$ cat src/rtl/pc_exception_unit.sv
// pc_exception_unit: PC register with exception capture and vectored restart.
// Optional alignment trap on PC loads when PC_ALIGN_CHECK_EN is defined.
module pc_exception_unit #(
    parameter logic [31:0] RESET_PC   = 32'h0000_0000,
    parameter logic [31:0] EPC_OFFSET = 32'd4
) (
    input  logic        clk,
    input  logic        reset,
    input  logic [31:0] pc_next,
    input  logic        pc_write,
    input  logic        pc_write_cond,
    input  logic        branch_ne,
    input  logic        zero,
    input  logic [2:0]  exc_req,
    input  logic [7:0]  mem_data_in,
    output logic [31:0] pc_out,
    output logic [31:0] epc_out,
    output logic        exc_busy,
    output logic        exc_mem_read,
    output logic [31:0] exc_mem_addr,
    output logic [1:0]  exc_cause
);
    typedef enum logic [1:0] {IDLE, VEC_READ, VEC_WAIT, VEC_LOAD} state_t;
    state_t      state;
    logic        take;
    logic        exc;
    logic [1:0]  cause;
    logic [31:0] vec;
    assign take  = pc_write | (pc_write_cond & (zero ^ branch_ne));
`ifdef PC_ALIGN_CHECK_EN
    assign exc   = (|exc_req) | (take & (|pc_next[1:0]));
`else
    assign exc   = |exc_req;
`endif
    assign cause = exc_req[2] ? 2'd3 : exc_req[1] ? 2'd2 : exc_req[0] ? 2'd1 : 2'd0;
    // Cause 0 only reaches the vector mux via the alignment trap.
    assign vec   = cause == 2'd3 ? 32'd253 : cause == 2'd2 ? 32'd254 :
                   cause == 2'd1 ? 32'd255 : 32'd252;
    always_ff @(posedge clk) begin
        if (reset) begin
            state        <= IDLE;
            pc_out       <= RESET_PC;
            epc_out      <= 32'd0;
            exc_cause    <= 2'd0;
            exc_busy     <= 1'b0;
            exc_mem_read <= 1'b0;
            exc_mem_addr <= 32'd0;
        end else begin
            case (state)
                IDLE: begin
                    if (exc) begin
                        epc_out      <= pc_out - EPC_OFFSET;
                        exc_cause    <= cause;
                        exc_busy     <= 1'b1;
                        exc_mem_read <= 1'b1;
                        exc_mem_addr <= vec;
                        state        <= VEC_READ;
                    end else if (take) begin
                        pc_out <= pc_next;
                    end
                end
                VEC_READ: begin
                    exc_mem_read <= 1'b0;
                    exc_mem_addr <= 32'd0;
                    state        <= VEC_WAIT;
                end
                VEC_WAIT: state <= VEC_LOAD;
                VEC_LOAD: begin
                    pc_out   <= {24'b0, mem_data_in};
                    exc_busy <= 1'b0;
                    state    <= IDLE;
                end
            endcase
        end
    end
endmodule

$ cat config.mk
export PLATFORM = sky130hd
export DESIGN_NAME = pc_exception_unit
export DESIGN_NICKNAME = d
export VERILOG_FILES = /design/src/rtl/pc_exception_unit.sv
export SDC_FILE = /design/constraint.sdc
export NUM_CORES = 1
export LEC_CHECK = 0
export CAP_MARGIN = 20
export CELL_PAD_IN_SITES_DETAIL_PLACEMENT = 0
export CELL_PAD_IN_SITES_GLOBAL_PLACEMENT = 2
export CORE_MARGIN = 2
export CORE_UTILIZATION = 24
export DETAILED_ROUTE_END_ITERATION = 8
export PLACE_DENSITY = 0.78
export SETUP_SLACK_MARGIN = 0.15
export SYNTH_ARGS = -nofsm -noshare
export SYNTH_HDL_FRONTEND = slang
export SYNTH_SLANG_ARGS = --single-unit
$ cat constraint.sdc
create_clock -name clk -period 2.7 [get_ports clk]
set_input_delay 0.405 -clock clk [delete_from_list [all_inputs] [get_ports clk]]
set_output_delay 0.405 -clock clk [all_outputs]
set_load 0.01 [all_outputs]
==> impl_metrics.yaml <==
timing:
  finalCritPeriodShare: 0.867
  period_needed_ns: 2.34
  rsz0062_at_grt: "no"
  hold_viol_final: 0
  setup_viol: 0
  fin_hold_ws_ns: 0.451
  max_freq_mhz: 427
  worst_pin_slew_ns: 0.803
  relSlewSlack: 0.460
  drv_slew: 0
  fin_tns_setup_ns: 0
  fin_skew_ns: 0.00475
pwr:
  p_per_area_nw_per_um2: 913
  power_w: 0.00481
  p_leak_nw: 2.22
  ir_worst_vdd_mv: 0.305
  pwr-share-clk: 0.277
  power_switching_w: 0.00163
  p_seq_frac: 0.315
  p_int_w: 0.00318
  p_comb_frac: 0.408
  switching_share: 0.338
route:
  drt-wirelength-per-cell_microns: 15.5
  drt_iter0_markers: 236
  vias: 3386
  wl_microns: 11000
  drc: 0
  vias_per_cell: 4.76
  ant_nets: 0
  drt_pre_antenna_iters: 4
synth:
  synth_cells: 397
  synth_top_family_by_area: "compound AO/OA/AOI/OAI gates"
  synth.avg_cell_area_sq_um: 8.90
  yosysSeqAreaShare: 0.408
  async_flop_share: 0
  synthMuxAreaShare: 0.0482
  synthXorXnorAreaFrac: 0.0273
  synth_edf_count: 0
  synth-compound-area-share: 0.203
  syn-cell-area_sq_um: 3530
  yosysWarnings: 0
  synth-main-ff-cell: "dfxtp_1"
  yosys.area_share.adder: 0.0177
  yosys.cell_types.count: 49
  synth-simple-area-share: 0.198
  ys_ff_latch: 72
clocking:
  h-tree-depth: 3
  cts-hold-fix-buffers: 0
  clk_pin_slew_worst_paths_ns: 0.06
  clock_sinks: 72
  clock_latency_ns: 0.34
  cts_tree: "yes"
  numCtsBuffers: 9
  cts_buffer_depth: 2
  cts_resized: 0
  cts_root_buf: "clkbuf_16"
  postCtsSetupRepairBufs: 0
grt:
  grt-busiest-layer: "met2"
  grt_pass1_vias: 3199
  met3_usage: 0.0355
  grt_max_degree: 25
  grt_pass1_wl_microns: 17400
  globalRouteMet1Util: 0.179
  met2_usage: 0.222
  globalRouteTotalUtil: 0.140
  grt_remaining_overflow: 0
  antenna_found_initial: 0
worst_setup_path:
  crit_end: "epc_out[28]"
  crit_path_start: "pc_out[10]"
  worstReg2RegEnd: "epc_out[28]"
  cp_data_required_time_ns: 2.94
  end_kind: "flop"
  reg2reg_from: "pc_out[10]"
  path_max_fanout: 10
  reg2reg_setup_slack_ns: 0.36
  rr_worst_depth: 4
  arrival_ns: 2.58
  startpoint_type: "flop"
  crit_type: "flop to flop"
die:
  num_io_pins: 149
  dieArea_sq_um: 15700
  coreArea_sq_um: 14500
  chipHeight_microns: 125
  start_util: 0.244
  core.rowCount: 44
  die_w_microns: 125
finish:
  drive_above_1_share: 0.0947
  syn2layout_area_growth_pct: 49.1
  fillers: 1493
  diodes: 0
  regArea_sq_um: 1440
  multi_input_area_sq_um: 1850
  nets: 577
  final_common_cell: "clkdlybuf4s50_1"
  mostFrequentLayoutCells: "clkdlybuf4s50_1 (124), dfxtp_1 (72), nand2_1 (34)"
min_path:
  hp-class: "flop to flop"
placed_design:
  port_buffers: 124
  hpwl_microns: 8160
  gp_congestion: 0.813
status:
  status: "completed"
flow_run:
  drv_cap: 0
synthesized netlist by cell type, drive strengths merged, types with 11 or more instances:
| cell type | count | area [sq um] |
|---|---|---|
| dfxtp | 72 | 1440 |
| buf | 34 | 249 |
| nand2 | 34 | 128 |
| a22o | 24 | 210 |
| nor2 | 23 | 86.3 |
| o21ai | 22 | 110 |
| clkbuf | 17 | 63.8 |
| or4 | 15 | 113 |
| a21oi | 13 | 65.1 |
| or3 | 13 | 81.3 |
| o31ai | 12 | 90.1 |
| nand3 | 11 | 55.1 |
metal layers:
metal	part of all wire	up-vias	wire, microns
li1	-	1686	-
met1	0.46	1566	5080
met2	0.46	113	5080
met3	0.056	21	612
met4	0.022	0	244
met5	0	-	0
power groups by stage:
stage / clock network, W / logic [W] / registers [W]
2_1_floorplan: 0 / 0.00102 / 0.00161
3_3_place_gp: 0 / 0.00197 / 0.00153
3_5_place_dp: 0 / 0.00198 / 0.00154
4_1_cts: 0.00137 / 0.00199 / 0.00152
5_1_grt: 0.00142 / 0.00217 / 0.00156
6_report: 0.00133 / 0.00196 / 0.00151
layout make-up:
class / count / share of cell area
timing repair buffer: 143 / 0.263
multi-input combinational: 290 / 0.351
clock buffer: 12 / 0.0487
clock inverter: 4 / 0.0145
sequential: 72 / 0.274
inverter: 7 / 0.00499
tap: 184 / 0.0437
state kept, by name, summed over array words and instances (netlist names):
| signal | count |
|---|---|
| exc_busy | 1 |
| exc_mem_addr | 3 |
| exc_cause | 2 |
| pc_out | 32 |
| state | 2 |
| epc_out | 32 |
worst max-delay path, cell delays in order (launching register included):
cell,delay (ns)
dfxtp_1,0.40
nor4_2,0.61
nand4b_2,0.39
or4_1,0.59
a311oi_1,0.26
through the flow:
step            util  instance area (sq um)  setup WS, ns  std cells
6_report       0.364                   5270         0.360        712
5_1_grt        0.364                   5270         0.157        712
4_1_cts        0.363                   5260         0.350        711
3_5_place_dp   0.340                   4920         0.250        695
3_3_place_gp   0.340                   4920         0.302        695
2_1_floorplan      -                   3620         0.579        420
how the worst min path moves through the flow:
stage / start / slack, ns / to / cells past startpoint
after CTS: epc_out[29] / 0.46 / epc_out[29] / 2
final: epc_out[29] / 0.45 / epc_out[29] / 2
after global placement: epc_out[29] / 0.45 / epc_out[29] / 2
after global routing: exc_cause[1] / 0.50 / exc_cause[1] / 2
after detailed placement: epc_out[29] / 0.45 / epc_out[29] / 2
after floorplan: state[1] / 0.46 / state[1] / 2
cells by family after synthesis:
logic type,count (synthesis)
simple gates,131
flops,72
buf+inv,58
xor+xnor,11
compound gates,103
other cells,1
mux,16
fa+ha+maj,5
Power figures use the tool's default switching activity.
